**src/rtl/comp_pkg.sv**
```systemverilog
// Shared types and default sizing for the compressor front end.
// Latency: n/a (declarations only).
// Backpressure: n/a (declarations only).
//
// Contents:
//   loader_state_t   - line loader fill/hold state
//   DATA_WIDTH       - default bits per word
//   WORDS_PER_ENTRY  - default words per cache line
package comp_pkg;

    typedef enum logic {
        FILL = 1'b0,
        FULL = 1'b1
    } loader_state_t;

    localparam int DATA_WIDTH      = 32;
    localparam int WORDS_PER_ENTRY = 16;

endpackage : comp_pkg

```
**src/rtl/comp_line_loader.sv**
```systemverilog
// Packs a 1- or 2-word-per-beat stream into one cache line via the regfile's two write ports.
// Latency: write ports are combinational from the accepted beat; line_valid rises one edge after the last word.
// Backpressure: in_ready drops while a full line waits for line_ack and for the one carry-drain cycle.
//
// Ports:
//   clk, rst_n                         clock, asynchronous active-low reset
//   in_valid/in_ready/in_two           input beat handshake; in_two marks in_data1 as valid
//   in_data0, in_data1                 beat words (in_data0 has the lower line index)
//   line_abort                         synchronous discard of the current line, highest priority
//   w_en/word_index/w_data             regfile write port 1
//   w_en2/word_index2/w_data2          regfile write port 2
//   line_valid/line_ack                complete-line handshake towards the compressor
//   word_count                         words written into the current line (registered)
module comp_line_loader #(
    parameter int  DATA_WIDTH      = comp_pkg::DATA_WIDTH,
    parameter int  WORDS_PER_ENTRY = comp_pkg::WORDS_PER_ENTRY,
    localparam int IW              = $clog2(WORDS_PER_ENTRY),
    localparam int CW              = IW + 1
) (
    input  logic                  clk,
    input  logic                  rst_n,

    input  logic                  in_valid,
    output logic                  in_ready,
    input  logic                  in_two,
    input  logic [DATA_WIDTH-1:0] in_data0,
    input  logic [DATA_WIDTH-1:0] in_data1,
    input  logic                  line_abort,

    output logic                  w_en,
    output logic [IW-1:0]         word_index,
    output logic [DATA_WIDTH-1:0] w_data,
    output logic                  w_en2,
    output logic [IW-1:0]         word_index2,
    output logic [DATA_WIDTH-1:0] w_data2,

    output logic                  line_valid,
    input  logic                  line_ack,
    output logic [CW-1:0]         word_count
);

    import comp_pkg::*;

    localparam logic [CW-1:0] LAST_CNT = CW'(WORDS_PER_ENTRY - 1);
    localparam logic [CW-1:0] FULL_CNT = CW'(WORDS_PER_ENTRY);

    loader_state_t         state_q,      state_d;
    logic [CW-1:0]         count_q,      count_d;
    logic [DATA_WIDTH-1:0] carry_reg_q,  carry_reg_d;
    logic                  carry_vld_q,  carry_vld_d;
    logic                  line_valid_q, line_valid_d;

    logic accept;     // beat taken this cycle
    logic drain;      // carried word from the previous line's odd split is written this cycle
    logic at_last;    // only one free slot remains in the line
    logic pair_wr;    // both beat words fit in the current line
    logic split;      // second beat word overflows into the next line

    // ------------------------------------------------------------------
    // Handshake and regfile write ports (combinational, zero latency)
    // ------------------------------------------------------------------
    always_comb begin
        // rst_n gates the handshake and the write enables directly so that
        // nothing is written or accepted while reset is held low.
        in_ready = rst_n && (state_q == FILL) && !carry_vld_q;
        drain    = rst_n && (state_q == FILL) && carry_vld_q && !line_abort;
        accept   = in_valid && in_ready && !line_abort;
        at_last  = (count_q == LAST_CNT);
        pair_wr  = accept && in_two && !at_last;
        split    = accept && in_two && at_last;

        // Port 1 carries either the drained carry word (always index 0, as
        // the line was just released) or the first word of the beat.
        w_en       = accept || drain;
        word_index = drain ? '0 : count_q[IW-1:0];
        w_data     = drain ? carry_reg_q : in_data0;

        // Port 2 index wraps naturally; the enable is suppressed whenever
        // the wrapped index would alias slot 0 of the line being filled.
        w_en2       = pair_wr;
        word_index2 = count_q[IW-1:0] + IW'(1);
        w_data2     = in_data1;
    end

    // ------------------------------------------------------------------
    // Next-state logic
    // ------------------------------------------------------------------
    always_comb begin
        state_d      = state_q;
        count_d      = count_q;
        carry_reg_d  = carry_reg_q;
        carry_vld_d  = carry_vld_q;
        line_valid_d = line_valid_q;

        if (line_abort) begin
            // Abort beats every other event, including a pending carry.
            state_d      = FILL;
            count_d      = '0;
            carry_vld_d  = 1'b0;
            line_valid_d = 1'b0;
        end else begin
            unique case (state_q)
                FILL: begin
                    if (carry_vld_q) begin
                        count_d     = CW'(1);
                        carry_vld_d = 1'b0;
                    end else if (accept) begin
                        count_d = count_q + CW'(1) + CW'(pair_wr);
                        if (split) begin
                            carry_reg_d = in_data1;
                            carry_vld_d = 1'b1;
                        end
                        if (count_d == FULL_CNT) begin
                            state_d      = FULL;
                            line_valid_d = 1'b1;
                        end
                    end
                end
                FULL: begin
                    // A pending carry survives the ack and drains next cycle.
                    if (line_ack) begin
                        state_d      = FILL;
                        count_d      = '0;
                        line_valid_d = 1'b0;
                    end
                end
                default: begin
                    state_d = FILL;
                end
            endcase
        end
    end

    // ------------------------------------------------------------------
    // State registers
    // ------------------------------------------------------------------
    always_ff @(posedge clk or negedge rst_n) begin
        if (!rst_n) begin
            state_q      <= FILL;
            count_q      <= '0;
            carry_reg_q  <= '0;
            carry_vld_q  <= 1'b0;
            line_valid_q <= 1'b0;
        end else begin
            state_q      <= state_d;
            count_q      <= count_d;
            carry_reg_q  <= carry_reg_d;
            carry_vld_q  <= carry_vld_d;
            line_valid_q <= line_valid_d;
        end
    end

    assign line_valid = line_valid_q;
    assign word_count = count_q;

endmodule : comp_line_loader

```
**config.mk**
```make
export PLATFORM = sky130hd
export DESIGN_NAME = comp_line_loader
export DESIGN_NICKNAME = d
export VERILOG_FILES = /design/src/rtl/comp_pkg.sv /design/src/rtl/comp_line_loader.sv
export SDC_FILE = /design/constraint.sdc
export NUM_CORES = 1
export LEC_CHECK = 0
export ABC_CLOCK_PERIOD_IN_PS = 6010
export BUFFER_PORTS_ARGS = -buffer_cell sky130_fd_sc_hd__buf_4
export CORE_MARGIN = 3
export CORE_UTILIZATION = 45
export DETAILED_ROUTE_END_ITERATION = 10
export GPL_TIMING_DRIVEN = 0
export PLACE_DENSITY = 0.83
export SYNTH_ARGS = -nofsm -noshare
export SYNTH_HDL_FRONTEND = slang
export SYNTH_SLANG_ARGS = --single-unit
```
**constraint.sdc**
```tcl
create_clock -name clk -period 6.01 [get_ports clk]
set_input_delay 0 -clock clk [delete_from_list [all_inputs] [get_ports clk]]
set_output_delay 0 -clock clk [all_outputs]
set_load 0.02 [all_outputs]
```
==> summary.txt, run 1 <==
Status
  • Outcome: completed

Critical path
  • Bufs and invs on worst path: 3
  • Top cell by count, worst path: ha_1
  • Crit end category: register
  • CP Cell Sequence: dlygate4sd3_1 -> buf_4 -> nor4b_4 -> nand4b_1 -> ha_1 -> inv_1 -> ha_1 -> nor4bb_1 -> a22oi_1 -> o32ai_1
  • Kind of critical path: primary input to register
  • Slowest CP cell: dlygate4sd3_1
  • Worst path required time: 6.20 ns
  • Delay-heaviest family, CP: buffers and inverters
  • CP arrival: 2.95 ns
  • CP Launch Type: primary input
  • Max stage delay on crit path: 0.55 ns
  • Crit path max fanout: 44

Clock tree
  • CTS Sinks: 40
  • Reg clk slew, reported paths: 0.08 ns
  • CTS tree: built
  • CTS Buffer Depth: 2
  • Clock Latency Late Sink: 0.29 ns
  • CTS root buf: clkbuf_8
  • Hold buffer count at cts: 34
  • Total CTS buffers: 5
  • CTS resizes: 0
  • H-tree levels: 2
  • Post-CTS setup buffers: 0

Pwr
  • Leakage: 2.29 nW
  • Maximum vdd ir drop: 0.0980 mV
  • Power, Total: 0.724 mW
  • Power Dens Cells: 173 mW/mm^2

GRT
  • Initial antenna violation count: 0
  • Global-route wire length before repair: 11.7 mm
  • Vias in the first global route: 2,398
  • Largest net degree at the start of global routing: 45
  • Gr usage total: 0.232
  • Remaining Overflow, GRT: 0

Synth
  • Cells after Synth: 202
  • Post-synth top area cell: dfrtp_1
  • Yosys cell types: 36
  • Syn. warnings: 0
  • Synth top area cells: dfrtp_1, mux2_4, mux2_2
  • Net Count, Synth: 275
  • Syn avg cell area: 12.6 um^2
  • Syn Std Cell Area: 0.00254 mm^2
  • Flops & latches, synth: 40
  • Number of synthesized flops with an enable pin: 0
  • Synth top area share: 0.394
  • Ys async rst share: 1.00
  • Sequential share of the synthesized area: 0.394
  • Main synth FF type: dfrtp_1

Placed design
  • Routability Congestion: 0.850
  • Placed Area: 0.00376 mm^2
  • Post-DP HPWL: 5.33 mm
  • Port Buffers: 150

Routing
  • Vias after detailed routing: 2,269
  • Drt pass-1 iters: 5
  • WL final: 7.58 mm
  • Vias per cell: 4.89
  • Drt drc: 0
  • Antenna viol nets, final: 0
  • Drt initial violations: 68
  • WL/cell: 16.3 um

Cells and area
  • Post-layout util: 0.795
  • Antenna fix cells: 0
  • Nets: 466
  • Final Cell Area: 0.00419 mm^2
  • Synth-to-Final Area Change: 64.8%
  • Fraction of layout cells with a size suffix above 1: 0.673
  • Fillers: 361

STA
  • Minimum clock period: 2.77 ns
  • F_max: 361 MHz
  • Clock Skew: 0.0108 ns
  • Max_slew headroom: 0.636
  • Final Hold Fails: 0
  • Worst-Margin Slew: 0.545 ns
  • Pins Over Slew Limit: 0
  • Setup violators final: 0
  • Hold Slack: 0.0249 ns
  • Tcrit/Tclk final: 0.461
  • Unrepaired setup endpoints after global routing: false
  • Setup TNS: 0 ns

Die
  • Die width: 81.2 um
  • Die area: 0.00659 mm^2
  • Core area: 0.00527 mm^2
  • Initial Util: 0.482
  • I/O pin total: 151
  • Die H: 81.2 um
  • Rows: 26

Min path
  • Min-delay worst type: primary input to register

Run
  • MaxCap Viol Count: 0
-- metrics by stage --
step,worst slack (ns),std cells
after detailed placement,3.48,422
after global routing,3.01,464
final,3.24,464
after global placement,3.57,422
after CTS,3.25,464
after floorplan,3.68,202
-- synth_stat cells, types with 2 or more instances --
master / n
a21oi_1: 2
a31oi_1: 4
and3_1: 2
and4b_1: 2
buf_2: 4
buf_4: 33
buf_6: 3
clkbuf_1: 2
dfrtp_1: 40
ha_1: 3
inv_1: 7
mux2_2: 35
mux2_4: 29
mux2i_1: 2
nand2_1: 5
nand2b_1: 3
nor2_1: 3
nor2b_1: 3
xnor2_1: 2
xor2_1: 2
-- path summary, 6_finish.rpt --
path                            startpoint              end  slack (ns)  cells after the start
min in group asynchronous            rst_n    word_count[0]        0.27                      2
max in group asynchronous            rst_n  carry_reg_q[15]        5.36                      2
setup / recovery                     rst_n          state_q        3.24                     10
setup reg to reg                   state_q          state_q        3.49                      9
hold / removal                    line_ack          state_q        0.02                      3
hold reg to reg            carry_reg_q[27]  carry_reg_q[27]        0.51                      1
-- cells in the final DEF, fill, tap and decap left out, types with 4 or more instances in the layout --
cell type / count
a31oi_1: 4
buf_2: 4
buf_4: 183
clkbuf_8: 6
dfrtp_1: 40
dlygate4sd3_1: 34
inv_1: 7
mux2_2: 35
mux2_4: 29
nand2_1: 5
-- flip-flops by register name, summed over array words and instances (netlist names) --
| name | count |
|---|---|
| line_valid | 1 |
| word_count | 5 |
| carry_reg_q | 32 |
| carry_vld_q | 1 |
| state_q | 1 |
-- power breakdown --
part / total [mW] / internal [mW] / switching, mW
sequential: 0.281 / 0.275 / 0.00640
clock: 0.183 / 0.0916 / 0.0912
combinational: 0.260 / 0.133 / 0.127
total: 0.724 / 0.500 / 0.224
-- cells by family (layout without fill, tap and decap cells) --
group / count (synthesis) / after routing / share of synthesized area
mux: 66 / 66 / 0.334
buf+inv: 49 / 241 / 0.132
flops: 40 / 40 / 0.394
simple gates: 26 / 26 / 0.0743
compound gates: 14 / 14 / 0.0374
xor+xnor: 4 / 4 / 0.0138
fa+ha+maj: 3 / 3 / 0.0148
-- area by class of cell --
cell class,count,area (um^2),share of cell area
timing repair buffer,184,1470,0.350
multi-input combinational,113,1210,0.288
sequential,40,1000,0.239
buffer,42,309,0.0738
tap,70,87.6,0.0209
clock buffer,6,82.6,0.0197
inverter,7,26.3,0.00627
clock inverter,2,10.0,0.00239
-- worst register-to-register path, cell delays in order, from the launching register on --
cell and delay (ns):
dfrtp_1 0.37, buf_4 0.17, nor4b_4 0.44, nand4b_1 0.20, ha_1 0.26, inv_1 0.06, ha_1 0.24, nor4bb_1 0.26
a22oi_1 0.12, o32ai_1 0.31
-- metal layers --
| metal | vias to the layer above | part of all wire | GRT usage | wire length (um) |
|---|---|---|---|---|
| li1 | 1058 | - | - | - |
| met1 | 1104 | 0.37 | 0.247 | 2770 |
| met2 | 95 | 0.55 | 0.445 | 4190 |
| met3 | 12 | 0.061 | 0.0521 | 465 |
| met4 | 0 | 0.020 | 0.0777 | 152 |
| met5 | - | 0 | 0 | 0 |
No activity file was read; power rests on OpenSTA's default activity.
==> inputs of run 2 (changes only) <==
--- a/config.mk
+++ b/config.mk
@@ -5,13 +5,13 @@
 export SDC_FILE = /design/constraint.sdc
 export NUM_CORES = 1
 export LEC_CHECK = 0
-export ABC_CLOCK_PERIOD_IN_PS = 6010
+export ABC_CLOCK_PERIOD_IN_PS = 2500
 export BUFFER_PORTS_ARGS = -buffer_cell sky130_fd_sc_hd__buf_4
 export CORE_MARGIN = 3
-export CORE_UTILIZATION = 45
+export CORE_UTILIZATION = 40
 export DETAILED_ROUTE_END_ITERATION = 10
 export GPL_TIMING_DRIVEN = 0
-export PLACE_DENSITY = 0.83
+export PLACE_DENSITY = 0.78
 export SYNTH_ARGS = -nofsm -noshare
 export SYNTH_HDL_FRONTEND = slang
 export SYNTH_SLANG_ARGS = --single-unit
==> constraint.sdc (replaced) <==
create_clock -name clk -period 2.5 [get_ports clk]
set_input_delay 0 -clock clk [delete_from_list [all_inputs] [get_ports clk]]
set_output_delay 0 -clock clk [all_outputs]
set_load 0.02 [all_outputs]
==> run 2 against run 1 <==
Routed wire length down 6.0%. Clock-buffer cell count stayed put. Critical path type is now register to register. Power is 140% higher. Via count fell by 1.4%. First-iteration DRC count decreased by 50%. Clock power rose by 120%. Combinational power is 140% higher. Highest routed layer unchanged. Register-to-register slack got worse by 3.3 ns. Global-route usage shrank 4.3 points. Sequential share of layout area fell by 0.24 points. Non-clock buffer count up 4.
==> summary.txt, run 2 (same netlist as run 1, synthesis figures left out) <==
STA
  • Minimum clock period: 2.34 ns
  • Setup violators final: 0
  • Max_slew headroom: 0.652
  • Tcrit/Tclk final: 0.937
  • Final Hold Fails: 0
  • Pins Over Slew Limit: 0
  • F_max: 427 MHz
  • Clock Skew: 0.00550 ns
  • Setup TNS: 0 ns
  • Worst-Margin Slew: 0.519 ns

Clock tree
  • CTS Buffer Depth: 2
  • CTS tree: built
  • CTS Sinks: 40
  • Total CTS buffers: 5
  • H-tree levels: 2
  • CTS root buf: clkbuf_8
  • Clock Latency Late Sink: 0.29 ns
  • Reg clk slew, reported paths: 0.08 ns

Status
  • Outcome: completed

Critical path
  • CP Cell Sequence: ha_2 -> and4b_1 -> nand4b_1 -> ha_2 -> inv_1 -> ha_1 -> nor4bb_1 -> a22oi_1 -> o32ai_1
  • Top cell by count, worst path: ha_2
  • Worst path required time: 2.69 ns
  • Crit end category: register
  • Bufs and invs on worst path: 1
  • Delay-heaviest family, CP: simple AND/OR/NAND/NOR gates
  • Kind of critical path: register to register
  • Slowest CP cell: dfrtp_1
  • Max stage delay on crit path: 0.42 ns
  • CP arrival: 2.53 ns
  • CP Launch Type: register
  • Crit path max fanout: 4

Routing
  • Drt initial violations: 34
  • WL/cell: 15.1 um
  • Antenna viol nets, final: 0
  • Drt pass-1 iters: 4
  • Drt drc: 0
  • Vias per cell: 4.74
  • WL final: 7.12 mm
  • Vias after detailed routing: 2,237

Die
  • Die width: 85.7 um
  • Die area: 0.00735 mm^2
  • Core area: 0.00603 mm^2
  • Initial Util: 0.422
  • Rows: 28
  • I/O pin total: 151
  • Die H: 85.7 um

Pwr
  • Power, Total: 1.71 mW
  • Power Dens Cells: 404 mW/mm^2
  • Leakage: 2.31 nW
  • Maximum vdd ir drop: 0.245 mV

Cells and area
  • Final Cell Area: 0.00424 mm^2
  • Fraction of layout cells with a size suffix above 1: 0.685
  • Most flops, register: carry_reg_q
  • Commonest non-fill, non-tap cell in the layout: buf_4
  • Synth-to-Final Area Change: 66.6%
  • Max reg flops: 32
  • Most frequent cells in the layout: buf_4, dfrtp_1, mux2_2
  • Fillers: 450
  • Antenna fix cells: 0
  • Nets: 470

GRT
  • Initial antenna violation count: 0
  • Largest net degree at the start of global routing: 41
  • Global-route wire length before repair: 11.1 mm
  • Gr usage total: 0.188
  • Vias in the first global route: 2,354
  • Remaining Overflow, GRT: 0

Placed design
  • Placed Area: 0.00376 mm^2
  • Post-DP HPWL: 4.92 mm
  • Port Buffers: 150
  • Routability Congestion: 0.818

Min path
  • Min-delay worst type: primary input to register

Run
  • MaxCap Viol Count: 0
-- run 2: final timing paths --
check / startpoint / endpoint / slack (ns) / cells past startpoint
worst max register to register: word_count[0] / state_q / 0.16 / 9
worst min-delay path: line_ack / state_q / 0.02 / 3
worst min register to register: carry_reg_q[2] / carry_reg_q[2] / 0.51 / 1
worst max-delay path: word_count[0] / state_q / 0.16 / 9
min in group asynchronous: rst_n / word_count[4] / 0.24 / 3
max in group asynchronous: rst_n / word_count[1] / 2.04 / 3
-- run 2: worst min-delay path: stages --
cell and delay, ns:
buf_4 0.09, nand2b_1 0.10, o32ai_1 0.07
-- run 2: final cells by class --
class	count	area, um^2	share of cell area
Timing Repair Buffer	190	1520	0.360
Clock buffer	6	72.6	0.0171
Tap cell	75	93.8	0.0222
Multi-Input combinational cell	113	1210	0.286
Inverter	7	26.3	0.00620
Sequential cell	40	1000	0.237
Buffer	40	302	0.0712
Clock inverter	1	5.00	0.00118
-- run 2: metrics by stage --
step	utilization	setup slack, ns	cells	hold slack, ns
floorplan	-	0.165	202	-0.296
global placement	0.624	0.0562	427	0.0113
detailed placement	0.624	0.0202	427	0.0227
CTS	0.697	0.0403	469	0.00839
global route	0.703	-0.00720	472	0.0361
finish	0.703	0.158	472	0.0223
-- run 2: what timing repair did --
item	in CTS	in global routing
setup endpoints to repair	0	2
hold buffers	35	0
resized for setup	0	3
hold endpoints to repair	74	0
setup buffers	0	5
-- run 2: where the power goes --
group	internal [mW]	leakage, nW	switching [mW]
logic	0.333	1.71	0.291
clock network	0.190	0.0410	0.213
registers	0.661	0.555	0.0244
-- run 2: layer usage --
metal / share of wire / GRT usage / routed length [um]
met1: 0.40 / 0.229 / 2820
met4: 0.023 / 0.0676 / 163
met3: 0.075 / 0.0413 / 536
met5: 0 / 0 / 0
met2: 0.51 / 0.327 / 3600
==> inputs of run 3 (changes only) <==
--- a/config.mk
+++ b/config.mk
@@ -11,7 +11,7 @@
 export CORE_UTILIZATION = 40
 export DETAILED_ROUTE_END_ITERATION = 10
 export GPL_TIMING_DRIVEN = 0
-export PLACE_DENSITY = 0.78
+export PLACE_DENSITY = 0.86
 export SYNTH_ARGS = -nofsm -noshare
 export SYNTH_HDL_FRONTEND = slang
 export SYNTH_SLANG_ARGS = --single-unit
==> run 3 against run 2 <==
Via count grew 0.89%. Clock-buffer cell count decreased by 1. Sequential power barely moved. Global-route usage is 1.8 points higher. Worst setup slack got worse by 0.10 ns. Final area is 1.1% higher. Hold slack worse by 0.019 ns. Non-clock buffer count is 2 higher. Critical path type unchanged. Critical endpoint unchanged.
==> summary.txt, run 3 (same netlist as run 1, synthesis figures left out) <==
Status
  • Outcome: completed

Placed design
  • Routability Congestion: 0.822
  • Placed cells: 427
  • Port Buffers: 150
  • Post-DP HPWL: 5.18 mm
  • Placed Area: 0.00376 mm^2

Die
  • Die H: 85.7 um
  • Rows: 28
  • Die width: 85.7 um
  • I/O pin total: 151
  • Initial Util: 0.422
  • Core area: 0.00603 mm^2
  • Die area: 0.00735 mm^2

Min path
  • Destination of the worst hold path: line_valid
  • Worst Min Path Start: line_ack
  • Min-delay worst type: primary input to register
  • Hold path depth: 4

Critical path
  • Delay-heaviest family, CP: simple AND/OR/NAND/NOR gates
  • Kind of critical path: register to register
  • Top cell by count, worst path: ha_2
  • Crit path max fanout: 4
  • Flop2flop setup slack: 0.06 ns
  • Worst path required time: 2.69 ns
  • CP Cell Sequence: ha_2 -> and4b_2 -> nand4b_1 -> ha_2 -> inv_1 -> ha_4 -> nor4bb_1 -> a22oi_1 -> o32ai_1
  • Slowest CP cell: dfrtp_2
  • CP Launch Type: register
  • Bufs and invs on worst path: 1
  • Crit end category: register
  • R2R Path Start: word_count[1]
  • Worst path depth: 9
  • CP arrival: 2.64 ns
  • Reg2Reg Capture Point: state_q
  • Max stage delay on crit path: 0.44 ns
  • Depth of the most critical reg-to-reg path: 9

STA
  • Clock Skew: 0.00949 ns
  • Worst-Margin Slew: 0.473 ns
  • Tcrit/Tclk final: 0.978
  • Final Hold Fails: 0
  • Max_slew headroom: 0.682
  • Setup TNS: 0 ns
  • F_max: 409 MHz
  • Hold Slack: 0.00345 ns
  • Setup violators final: 0
  • Minimum clock period: 2.44 ns
  • Pins Over Slew Limit: 0

Clock tree
  • H-tree levels: 2
  • CTS root buf: clkbuf_8
  • CTS tree: built
  • CTS Buffer Depth: 2
  • Reg clk slew, reported paths: 0.09 ns
  • Total CTS buffers: 5
  • Clock Latency Late Sink: 0.29 ns
  • CTS Sinks: 40

Routing
  • Antenna viol nets, final: 0
  • Drt initial violations: 52
  • WL/cell: 16.1 um
  • Vias per cell: 4.75
  • WL final: 7.62 mm
  • Drt drc: 0
  • Vias after detailed routing: 2,257
  • Drt pass-1 iters: 4

GRT
  • Initial antenna violation count: 0
  • Gr usage total: 0.206
  • Remaining Overflow, GRT: 0
  • Largest net degree at the start of global routing: 41
  • Global-route wire length before repair: 12.0 mm
  • Vias in the first global route: 2,485

Pwr
  • Combinational group share of total power: 0.367
  • Maximum vdd ir drop: 0.242 mV
  • Leakage: 2.31 nW
  • Power Dens Cells: 417 mW/mm^2
  • Pint: 1.21 mW
  • Sw Share: 0.321
  • Clock power frac: 0.246
  • Seq pwr share: 0.387
  • Power, Total: 1.78 mW
  • Sw power: 0.573 mW

Cells and area
  • Antenna fix cells: 0
  • Synth-to-Final Area Change: 68.4%
  • Most flops, register: carry_reg_q
  • Fraction of layout cells with a size suffix above 1: 0.698
  • Nets: 472
  • Fillers: 440
  • Commonest non-fill, non-tap cell in the layout: buf_4
  • Final Cell Area: 0.00428 mm^2
  • Layout Cells excl Fill: 475
  • Max reg flops: 32
  • Most frequent cells in the layout: buf_4, dfrtp_1, mux2_2

Run
  • MaxCap Viol Count: 0
[run 3: cell types whose count changed in the layout (fill, tap and decap cells not counted)]
cell        before  now
and4b_1          2    1
and4b_2          0    1
buf_4          188  190
clkbuf_1         1    0
clkinv_2         1    0
clkinv_4         0    1
clkinvlp_4       0    2
dfrtp_1         39   38
dfrtp_2          1    2
ha_1             1    0
ha_4             0    1
[run 3: layer usage]
layer  routed length, um  track usage  vias to the layer above
met2                4060        0.383                       91
met3                 476       0.0423                       19
met4                 216       0.0763                        0
li1                    -            -                     1069
met5                   0            0                        -
met1                2870        0.232                     1078
[run 3: worst max path at each step]
stage	startpoint	end	slack, ns
floorplan	word_count[1]	state_q	0.17
global placement	rst_n	state_q	0.07
detailed placement	rst_n	state_q	-0.03
CTS	word_count[1]	state_q	0.001
global route	word_count[1]	state_q	-0.04
finish	word_count[1]	state_q	0.06
[run 3: worst min-delay path: stages]
cell     delay, ns
buf_4         0.09
a21oi_1       0.06
nand2_1       0.06
o31ai_1       0.05
[run 3: power groups by stage]
stage / combinational, mW / clock [mW] / sequential, mW
detailed placement: 0.579 / 0 / 0.688
CTS: 0.611 / 0.450 / 0.690
floorplan: 0.274 / 0 / 0.703
global placement: 0.566 / 0 / 0.687
global route: 0.697 / 0.472 / 0.693
finish: 0.655 / 0.439 / 0.689
[run 3: what timing repair did]
item,in CTS,in global routing
resized for setup,0,6
pin swaps,1,6
setup buffers,1,6
hold endpoints to repair,74,0
endpoints found under the setup margin,2,2
hold buffers,35,0
[run 3: final cells by class]
type / instances / area (um^2) / area share
clock inverters: 3 / 23.8 / 0.00555
flip-flops and latches: 40 / 1000 / 0.234
clock buffers: 5 / 68.8 / 0.0161
inverters: 7 / 26.3 / 0.00614
multi-input cells: 113 / 1220 / 0.286
plain buffers: 40 / 302 / 0.0704
well taps: 75 / 93.8 / 0.0219
repair buffers: 192 / 1540 / 0.359
[run 3: stage by stage]
| stage | worst slack [ns] | utilization |
|---|---|---|
| after floorplan | 0.165 | - |
| after global placement | 0.0737 | 0.624 |
| after detailed placement | -0.0332 | 0.624 |
| after CTS | 0.00130 | 0.700 |
| after global routing | -0.0385 | 0.711 |
| final | 0.0553 | 0.711 |
